===== src/rtl/cpu_ctrl_pkg.sv =====
// Shared types and encodings for the multi-cycle RV32I control unit.
// Covers sequencer states, the supported opcode fields, datapath select codes and trap causes.
package cpu_ctrl_pkg;

   typedef enum logic [2:0] {
      FETCH,
      DECODE,
      EXEC,
      MEM,
      WB,
      TRAP
   } state_t;

   localparam logic [6:0] OP_ALU_IMM = 7'b0010011;
   localparam logic [6:0] OP_ALU_REG = 7'b0110011;
   localparam logic [6:0] OP_LOAD    = 7'b0000011;
   localparam logic [6:0] OP_STORE   = 7'b0100011;
   localparam logic [6:0] OP_BRANCH  = 7'b1100011;

   localparam logic [2:0] F3_ADD  = 3'b000;
   localparam logic [2:0] F3_WORD = 3'b010;
   localparam logic [2:0] F3_BEQ  = 3'b000;
   localparam logic [2:0] F3_BNE  = 3'b001;

   localparam logic [6:0] F7_ADD = 7'b0000000;
   localparam logic [6:0] F7_SUB = 7'b0100000;

   typedef enum logic [2:0] {
      ALU_ADD = 3'b000,
      ALU_SUB = 3'b001
   } alu_ctrl_t;

   typedef enum logic [1:0] {
      IMM_I = 2'b00,
      IMM_S = 2'b01,
      IMM_B = 2'b10
   } imm_src_t;

   typedef enum logic [1:0] {
      CAUSE_NONE    = 2'b00,
      CAUSE_ILLEGAL = 2'b01,
      CAUSE_TIMEOUT = 2'b10
   } trap_cause_t;

   typedef enum logic [2:0] {
      CLS_ADDI,
      CLS_ADD,
      CLS_SUB,
      CLS_LW,
      CLS_SW,
      CLS_BEQ,
      CLS_BNE,
      CLS_ILLEGAL
   } instr_class_t;

endpackage


===== src/rtl/multicycle_ctrl_instr_decoder.sv =====
// Combinational classifier for the RV32I subset the sequencer supports.
// Any opcode/funct3/funct7 pattern outside that subset is reported as illegal.
module instr_decoder
   import cpu_ctrl_pkg::*;
#(
   parameter int DATA_WIDTH = 32
) (
   input  logic [DATA_WIDTH-1:0] instr,
   output instr_class_t          cls,
   output logic                  illegal,
   output logic                  rd_is_zero
);

   logic [6:0] opcode;
   logic [2:0] funct3;
   logic [6:0] funct7;
   logic       unused_reg_fields;

   assign opcode            = instr[6:0];
   assign funct3            = instr[14:12];
   assign funct7            = instr[31:25];
   assign unused_reg_fields = ^instr[24:15];

   always_comb begin
      cls = CLS_ILLEGAL;
      case (opcode)
         OP_ALU_IMM: if (funct3 == F3_ADD) cls = CLS_ADDI;
         OP_ALU_REG: begin
            if (funct3 == F3_ADD && funct7 == F7_ADD)      cls = CLS_ADD;
            else if (funct3 == F3_ADD && funct7 == F7_SUB) cls = CLS_SUB;
         end
         OP_LOAD:    if (funct3 == F3_WORD) cls = CLS_LW;
         OP_STORE:   if (funct3 == F3_WORD) cls = CLS_SW;
         OP_BRANCH: begin
            if (funct3 == F3_BEQ)      cls = CLS_BEQ;
            else if (funct3 == F3_BNE) cls = CLS_BNE;
         end
         default: ;
      endcase
   end

   assign illegal    = (cls == CLS_ILLEGAL);
   assign rd_is_zero = (instr[11:7] == 5'd0);

endmodule


===== src/rtl/multicycle_ctrl.sv =====
// Multi-cycle sequencer for the RV32I datapath: FETCH/DECODE/EXEC/MEM/WB with memory
// handshakes, a retired-instruction counter and a sticky trap on illegal opcodes or timeouts.
module multicycle_ctrl
   import cpu_ctrl_pkg::*;
#(
   parameter int DATA_WIDTH  = 32,
   parameter int CNT_WIDTH   = 32,
   parameter int MEM_TIMEOUT = 16
) (
   input  logic                  clk,
   input  logic                  rst,
   input  logic [DATA_WIDTH-1:0] instr,
   input  logic                  eq,
   input  logic                  imem_ready,
   input  logic                  dmem_ready,
   output logic                  imem_req,
   output logic                  ir_we,
   output logic                  dmem_req,
   output logic                  dmem_we,
   output logic                  reg_write,
   output logic                  alu_src,
   output logic [2:0]            alu_ctrl,
   output logic [1:0]            imm_src,
   output logic                  result_src,
   output logic                  pc_we,
   output logic                  pc_src,
   output logic                  trap,
   output logic [1:0]            trap_cause,
   output logic [CNT_WIDTH-1:0]  retired
);

   localparam int WAIT_W = (MEM_TIMEOUT > 1) ? $clog2(MEM_TIMEOUT) : 1;
   localparam logic [WAIT_W-1:0] WAIT_LIMIT = WAIT_W'(MEM_TIMEOUT - 1);

   state_t               state;
   logic [WAIT_W-1:0]    wait_cnt;
   logic [CNT_WIDTH-1:0] retired_q;
   logic [1:0]           cause_q;

   instr_class_t cls;
   logic         illegal;
   logic         rd_is_zero;

   instr_decoder #(.DATA_WIDTH(DATA_WIDTH)) u_decoder (
      .instr      (instr),
      .cls        (cls),
      .illegal    (illegal),
      .rd_is_zero (rd_is_zero)
   );

   logic      is_branch, is_load, is_store, taken, retire, timeout;
   logic      alu_src_sel;
   alu_ctrl_t alu_ctrl_sel;
   imm_src_t  imm_sel;

   always_comb begin
      is_branch    = (cls == CLS_BEQ) || (cls == CLS_BNE);
      is_load      = (cls == CLS_LW);
      is_store     = (cls == CLS_SW);
      taken        = ((cls == CLS_BEQ) && eq) || ((cls == CLS_BNE) && !eq);
      alu_src_sel  = (cls == CLS_ADDI) || is_load || is_store;
      alu_ctrl_sel = ((cls == CLS_SUB) || is_branch) ? ALU_SUB : ALU_ADD;
      imm_sel      = is_store ? IMM_S : (is_branch ? IMM_B : IMM_I);
      retire       = ((state == EXEC) && is_branch) ||
                     ((state == MEM) && dmem_ready && is_store) ||
                     (state == WB);
      timeout      = (MEM_TIMEOUT != 0) && (wait_cnt == WAIT_LIMIT) &&
                     (((state == FETCH) && !imem_ready) || ((state == MEM) && !dmem_ready));
   end

   // A ready arriving in the limit cycle is checked first, so it always beats the timeout.
   always_ff @(posedge clk or negedge rst) begin
      if (!rst) begin
         state     <= FETCH;
         wait_cnt  <= '0;
         retired_q <= '0;
         cause_q   <= CAUSE_NONE;
      end else begin
         if (retire) retired_q <= retired_q + CNT_WIDTH'(1);
         case (state)
            FETCH: begin
               if (imem_ready) state <= DECODE;
               else if (timeout) begin
                  state   <= TRAP;
                  cause_q <= CAUSE_TIMEOUT;
               end else wait_cnt <= wait_cnt + WAIT_W'(1);
            end
            DECODE: begin
               if (illegal) begin
                  state   <= TRAP;
                  cause_q <= CAUSE_ILLEGAL;
               end else state <= EXEC;
            end
            EXEC: begin
               wait_cnt <= '0;
               if (is_branch) state <= FETCH;
               else if (is_load || is_store) state <= MEM;
               else state <= WB;
            end
            MEM: begin
               if (dmem_ready) begin
                  wait_cnt <= '0;
                  state    <= is_store ? FETCH : WB;
               end else if (timeout) begin
                  state   <= TRAP;
                  cause_q <= CAUSE_TIMEOUT;
               end else wait_cnt <= wait_cnt + WAIT_W'(1);
            end
            WB: begin
               wait_cnt <= '0;
               state    <= FETCH;
            end
            default: state <= TRAP;
         endcase
      end
   end

   // There is no ALU output register, so the operand selects stay driven through MEM and WB.
   always_comb begin
      imem_req   = 1'b0;
      ir_we      = 1'b0;
      dmem_req   = 1'b0;
      dmem_we    = 1'b0;
      reg_write  = 1'b0;
      alu_src    = 1'b0;
      alu_ctrl   = ALU_ADD;
      imm_src    = IMM_I;
      result_src = 1'b0;
      pc_we      = 1'b0;
      pc_src     = 1'b0;
      trap       = 1'b0;
      if (rst) begin
         case (state)
            FETCH: begin
               imem_req = 1'b1;
               ir_we    = imem_ready;
            end
            DECODE: imm_src = imm_sel;
            EXEC: begin
               alu_src  = alu_src_sel;
               alu_ctrl = alu_ctrl_sel;
               imm_src  = imm_sel;
               pc_we    = is_branch;
               pc_src   = is_branch && taken;
            end
            MEM: begin
               alu_src  = alu_src_sel;
               alu_ctrl = alu_ctrl_sel;
               imm_src  = imm_sel;
               dmem_req = 1'b1;
               dmem_we  = is_store;
               pc_we    = dmem_ready && is_store;
            end
            WB: begin
               alu_src    = alu_src_sel;
               alu_ctrl   = alu_ctrl_sel;
               imm_src    = imm_sel;
               reg_write  = !rd_is_zero;
               result_src = is_load;
               pc_we      = 1'b1;
            end
            TRAP: trap = 1'b1;
            default: ;
         endcase
      end
   end

   assign trap_cause = cause_q;
   assign retired    = retired_q;

endmodule


===== config.mk =====
export PLATFORM = sky130hd
export DESIGN_NAME = multicycle_ctrl
export DESIGN_NICKNAME = d
export VERILOG_FILES = /design/src/rtl/cpu_ctrl_pkg.sv /design/src/rtl/multicycle_ctrl_instr_decoder.sv /design/src/rtl/multicycle_ctrl.sv
export SDC_FILE = /design/constraint.sdc
export NUM_CORES = 1
export LEC_CHECK = 0
export CORE_MARGIN = 3
export CORE_UTILIZATION = 49
export DETAILED_ROUTE_END_ITERATION = 8
export PLACE_DENSITY = 0.85
export SYNTH_ARGS = -nofsm -noshare
export SYNTH_HDL_FRONTEND = slang
export SYNTH_SLANG_ARGS = --single-unit

===== constraint.sdc =====
create_clock -name clk -period 3.49 [get_ports clk]
set_input_delay 0.349 -clock clk [delete_from_list [all_inputs] [get_ports clk]]
set_output_delay 0.349 -clock clk [all_outputs]
set_load 0.05 [all_outputs]

# Word level (Yosys, flattened, before mapping)
# Index checks and enable logic that the tools add are counted.
[totals]
reg_bits = 41
out_inout_bits = 49
elab_cells = 118
[classes]
addsub = 2
eq_ne = 23
n_mux = 52
reduce_logical = 37
[op_table]
columns = ["op", "count"]
rows = [
  ["$mux 3", 12],
  ["$add 32x1->32 const B", 1],
  ["$pmux 3 s5", 2],
  ["$mux 1", 23],
  ["$eq 7x6->1 const B", 3],
  ["$eq 3x3->1 const B", 6],
  ["$mux 2", 9],
  ["$eq 3x2->1 const B", 5],
  ["$logic_and 1x1->1", 12],
  ["$mux 4", 3],
  ["$pmux 4 s3", 1],
  ["$logic_not 3->1", 3],
  ["$logic_or 1x1->1", 9],
  ["$eq 7x2->1 const B", 1],
  ["$eq 7x5->1 const B", 1],
  ["$eq 7x7->1 const B", 1],
  ["$logic_not 7->1", 1],
  ["$eq 3x1->1 const B", 2],
  ["$ne 2x2->1 const B", 3],
  ["$pmux 2 s3", 1],
  ["$reduce_bool 3->1", 2],
  ["$logic_not 5->1", 1],
  ["$add 4x1->4 const B", 1],
  ["$eq 4x4->1 const B", 1],
  ["7 further kinds", 10],
]

# Depth between registers and ports, before layout
[logic_depth]
ltp_word = 11
ltp_mapped = 9
mapped_depth_nobuf = 7

# Cells and area by module
# Synthesis repeated with hierarchy kept, for this count alone.
[hier_totals]
hier_cells = 279
area_unflattened_um2 = 2566.2
[modules_own_cells]
columns = ["mod", "instances", "cells_each", "area_each_um2", "seq_area_each_um2"]
rows = [
  ["multicycle_ctrl", 1, 242, 2342.2, 1026.0],
  ["instr_decoder", 1, 37, 224.0, 0.0],
]

# Worst setup path before layout
# Ideal clock, no wire load.
[synth_path]
kind = "input port to output port"
from = "in instr[26]"
to = "out imm_src[1]"
arrival_time_ps = 3188
t_required_ps = 3141
path_slack_ps = -47
path_stages = 5
path_buffers = 0
path_cell_list = "or4_1 > or4_4 > o21ai_0 > xnor2_1 > nor4_1"
[synth_via]
elab_chain_cells = 11
[synth_rtl]
columns = ["element", "line", "rtl"]
rows = [
  ["start, declared", "multicycle_ctrl.sv:12", "input logic [DATA_WIDTH-1:0] instr,"],
  ["$eq 7x6->1", "multicycle_ctrl_instr_decoder.sv:30", "else if (funct3 == F3_ADD && funct7 == F7_SUB) cls = CLS_SUB;"],
  ["$logic_and 1x1->1", "multicycle_ctrl_instr_decoder.sv:30", ""],
  ["$mux 3", "multicycle_ctrl_instr_decoder.sv:30", ""],
  ["$mux 3 (*)", "multicycle_ctrl_instr_decoder.sv:29", "if (funct3 == F3_ADD && funct7 == F7_ADD) cls = CLS_ADD;"],
  ["$pmux 3 s5 (*)", "multicycle_ctrl_instr_decoder.sv:26", "case (opcode)"],
  ["$eq 3x3->1", "multicycle_ctrl.sv:57", "is_branch = (cls == CLS_BEQ) || (cls == CLS_BNE);"],
  ["$logic_or 1x1->1", "multicycle_ctrl.sv:57", ""],
  ["$mux 2", "multicycle_ctrl.sv:63", "imm_sel = is_store ? IMM_S : (is_branch ? IMM_B : IMM_I);"],
  ["$mux 2 (*)", "multicycle_ctrl.sv:63", ""],
  ["$mux 2 (*)", "multicycle_ctrl.sv:133", "case (state)"],
  ["$mux 2 (*)", "multicycle_ctrl.sv:132", "if (rst) begin"],
  ["end, declared", "multicycle_ctrl.sv:23", "output logic [1:0] imm_src,"],
]
# Mark *: on every way between the ends. The rest lies on a longest branch, timed or not.

# Worst setup path after layout
[layout_path]
from = "in instr[14]"
to = "out alu_ctrl[0]"
[layout_via]
elab_chain_cells = 11
[layout_rtl]
columns = ["element", "line", "rtl"]
rows = [
  ["$logic_not 3->1", "n/a", ""],
  ["$logic_and 1x1->1", "multicycle_ctrl_instr_decoder.sv:30", ""],
  ["$mux 3", "multicycle_ctrl_instr_decoder.sv:30", ""],
  ["$mux 3", "multicycle_ctrl_instr_decoder.sv:29", ""],
  ["$pmux 3 s5 (*)", "multicycle_ctrl_instr_decoder.sv:26", ""],
  ["$eq 3x3->1", "multicycle_ctrl.sv:57", ""],
  ["$logic_or 1x1->1", "multicycle_ctrl.sv:57", ""],
  ["$logic_or 1x1->1 (*)", "multicycle_ctrl.sv:62", "alu_ctrl_sel = ((cls == CLS_SUB) || is_branch) ? ALU_SUB : ALU_ADD;"],
  ["$mux 1 (*)", "multicycle_ctrl.sv:62", ""],
  ["$mux 1 (*)", "multicycle_ctrl.sv:133", ""],
  ["$mux 1 (*)", "multicycle_ctrl.sv:132", ""],
  ["end, declared", "multicycle_ctrl.sv:22", "output logic [2:0] alu_ctrl,"],
]
# Marks and branches as above.

==> qor.yml <==
outcome:
  run_status: "finished clean"
grt:
  number_of_global_route_vias_before_repair: 2360
  grt_antenna_before_repair: 0
  global_route_usage_over_all_layers_pct: 21.9
  grt_start_max_net_pins: 41
  wire_length_of_the_first_global_routing_pass_mm: 11.0
  grt_overflow_total: 0
drt:
  drt_drc_violations_left: 0
  initialDrtViolationCount: 122
  firstDrtPassIters: 5
  detail_route.wirelength_mm: 6.39
  vias_per_cell: 5.84
  total_vias_in_the_final_route: 2457
  wl_per_cell_um: 15.2
  detail-route-antenna-nets: 0
timing:
  worst-slew-pin-transition_ps: 653
  finalMaxSlewViolations: 0
  finalSetupViolations: 0
  unrepaired_setup_endpoints_after_global_routing: "false"
  setup_total_negative_slack_ps: 0
  worst_clock_skew_ps: 9.85
  fmax_mhz: 295
  final_hold_viol_count: 0
  final_period_minus_worst_setup_slack_ps: 3390
  final.period_utilization_pct: 97.2
  worst_slew_margin_rel_pct: 56.4
placed_design:
  placedCellCount: 413
  placedInstanceArea_um2: 3430
  post-dp-hpwl_mm: 4.75
  gp_congestion: 0.821
  io_buffers: 73
cts:
  worst_skew_pair.late_latency_ps: 290
  tritoncts_clock_tree: "built"
  h-tree-depth: 2
  clock_sinks: 41
  path_clk_slew_ps: 70
  cts.repair_timing.setup_buffer_count: 0
  root_buffer: "sky130_fd_sc_hd__clkbuf_8"
  tritoncts.num_buffers: 5
  clockBufferDepth: 2
critical_path:
  cp_num_buf_inv: 2
  regToRegStartpoint: "state[1]$_DFF_PN0_"
  path_delay_family: "simple AND/OR/NAND/NOR gates"
  critical_path_required_ps: 3140
  timing.critical_path.from_type: "input port"
  critical-path-slowest-cell: "sky130_fd_sc_hd__or4_4"
  critical_path.reg2reg.endpoint: "state[0]$_DFF_PN0_"
  worst-r2r-cell-count: 7
  worst_ep_arrival_time_ps: 3040
  critPathMaxStageDelay_ps: 540
  end_kind: "output pin"
  crit_path_max_fanout: 5
  path_cells: "clkdlybuf4s50_1, or3_1, or4_4, o2111a_1, or2_1, a211oi_1, buf_12"
  critical_path_class: "in2out"
  reg2reg_slack_ps: 1190
finish:
  fin_area_um2: 3540
  layout.cells.non_filler: 421
  diodes: 0
  ff_latch_area_um2: 1030
  multiInputGateArea_um2: 1460
  num-nets-final: 393
  fraction_of_layout_instances_using_a_drive_strength_above_1_pct: 9.32
  n_fill_cell: 376
  area_delta_synth_final_pct: 37.1
yosys:
  ys_seq_elements: 41
  ys_seq_area_share_pct: 39.7
  mappedNetlistArea_um2: 2580
  postSynth.topFlopCell: "sky130_fd_sc_hd__dfrtp_1"
  yosys_warnings: 0
  synth.avg_cell_area_um2: 9.22
  post_synthesis_async_set_or_reset_flop_share_pct: 100
  postSynthCellCount: 280
  netlist-cell-type-count: 54
  synth_edf_count: 0
power_and_ir_drop:
  pwr_density_cell_nw_per_um2: 432
  ir_worst_vdd_v: 0.000312
  power.static_leakage_nw: 1.30
floorplanning:
  die-width_um: 78.6
  num_io_pins: 86
  start_util_pct: 52.6
  placeable_core_region_um2: 4910
  placementRows: 25
  fp.dieH_um: 78.6
  dieArea_um2: 6180
job:
  maxCapViolCount: 0
min_path:
  type_of_the_tightest_min_delay_check: "in2async"
==> per-stage QoR <==
step	total power [W]	utilization (%)	hold WS, ps	setup slack (ps)
floorplan	0.00102	-	53.4	60.9
global placement	0.00120	69.8	195	158
detailed placement	0.00122	69.8	202	126
CTS	0.00153	71.8	443	117
global route	0.00162	72.1	461	8.97
finish	0.00153	72.1	467	96.4
==> synth_stat cells (4+ instances only) <==
cell,instances,area share [%]
sky130_fd_sc_hd__a21oi_1,10,1.9
sky130_fd_sc_hd__o2111ai_1,13,4.4
sky130_fd_sc_hd__nand4_1,4,0.97
sky130_fd_sc_hd__nor4_1,4,0.97
sky130_fd_sc_hd__o21ai_0,8,1.6
sky130_fd_sc_hd__nand2_1,15,2.2
sky130_fd_sc_hd__and2_1,5,1.2
sky130_fd_sc_hd__o211ai_1,6,1.7
sky130_fd_sc_hd__dfrtp_1,41,40
sky130_fd_sc_hd__nor2_1,28,4.1
sky130_fd_sc_hd__nor3_1,5,0.97
sky130_fd_sc_hd__o21ai_1,14,2.7
sky130_fd_sc_hd__xnor2_1,34,12
sky130_fd_sc_hd__buf_4,6,1.7
sky130_fd_sc_hd__inv_1,9,1.3
sky130_fd_sc_hd__and3_1,4,0.97
sky130_fd_sc_hd__and4_1,5,1.7
sky130_fd_sc_hd__nor2b_1,4,0.97
sky130_fd_sc_hd__clkbuf_1,7,1.0
sky130_fd_sc_hd__nand3_1,11,2.1
sky130_fd_sc_hd__nand2b_1,5,1.2
==> report_power, final <==
group	switching [W]	internal [W]	leakage (nW)
registers	0.0000899	0.000522	0.555
logic	0.000379	0.000223	0.706
clock network	0.000160	0.000156	0.0433
==> logic make-up after synthesis <==
logic type / Yosys count / synth area share [%]
simple gates: 105 / 22.4
compound gates: 70 / 19.6
flops: 41 / 39.7
fa+ha+maj: 2 / 0.969
other cells: 1 / 0.145
mux: 2 / 0.824
xor+xnor: 35 / 11.9
buf+inv: 24 / 4.46
==> registers in the layout (all words and copies together), names as in the netlist <==
| signal | count |
|---|---|
| retired | 32 |
| state | 3 |
| trap_cause | 2 |
| wait_cnt | 4 |
==> worst max path at each step <==
stage,slack [ps],to,startpoint,cells after the start
final,100,alu_ctrl[0],instr[14],7
after global routing,9,pc_src,instr[14],8
after CTS,120,alu_ctrl[0],instr[14],7
after detailed placement,130,alu_ctrl[0],instr[14],7
after global placement,160,alu_ctrl[0],instr[14],7
after floorplan,60,alu_ctrl[0],instr[26],5
==> placed cells by master, fill, tap and decap left out, types with 2 or more instances in the layout <==
cell,synthesis,final
sky130_fd_sc_hd__a41oi_1,2,2
sky130_fd_sc_hd__o21a_1,3,3
sky130_fd_sc_hd__o211ai_1,6,6
sky130_fd_sc_hd__dfrtp_1,41,41
sky130_fd_sc_hd__inv_1,9,9
sky130_fd_sc_hd__nor4_1,4,3
sky130_fd_sc_hd__and4_1,5,5
sky130_fd_sc_hd__nand2_1,15,15
sky130_fd_sc_hd__o2111ai_1,13,13
sky130_fd_sc_hd__xnor2_1,34,34
sky130_fd_sc_hd__buf_4,6,9
sky130_fd_sc_hd__nand3b_1,3,3
sky130_fd_sc_hd__ha_1,2,2
sky130_fd_sc_hd__conb_1,1,2
sky130_fd_sc_hd__and2_1,5,5
sky130_fd_sc_hd__nor3_1,5,5
sky130_fd_sc_hd__o21ai_0,8,8
sky130_fd_sc_hd__nand3_1,11,11
sky130_fd_sc_hd__clkdlybuf4s50_1,0,64
sky130_fd_sc_hd__and3_1,4,4
sky130_fd_sc_hd__nand2b_1,5,5
sky130_fd_sc_hd__a21oi_1,10,10
sky130_fd_sc_hd__a31oi_1,2,2
sky130_fd_sc_hd__nor2b_1,4,4
sky130_fd_sc_hd__clkbuf_8,0,6
sky130_fd_sc_hd__nor2_1,28,28
sky130_fd_sc_hd__o21ai_1,14,14
sky130_fd_sc_hd__buf_12,0,6
sky130_fd_sc_hd__nand4_1,4,4
==> timing repair <==
action	4_1_cts	5_1_grt
resized for setup	0	1
hold buffers	1	0
setup endpoints to repair	0	1
endpoints found under the hold margin	3	0
==> cell type report <==
cell class / instances / share of cell area [%]
clock buffers: 6 / 2.33
clock inverters: 1 / 0.212
inverters: 9 / 0.954
multi-input cells: 216 / 41.3
flip-flops and latches: 41 / 29.0
well taps: 67 / 2.37
repair buffers: 81 / 23.8
==> per-layer routing <==
metal	GRT usage (%)	up-vias	wire length (um)
met4	6.29	0	77
met3	4.36	12	416
li1	-	1173	-
met5	0	-	0
met1	29.2	1178	2810
met2	35.9	94	3080
Note: power is estimated with default switching activity, not from simulation.
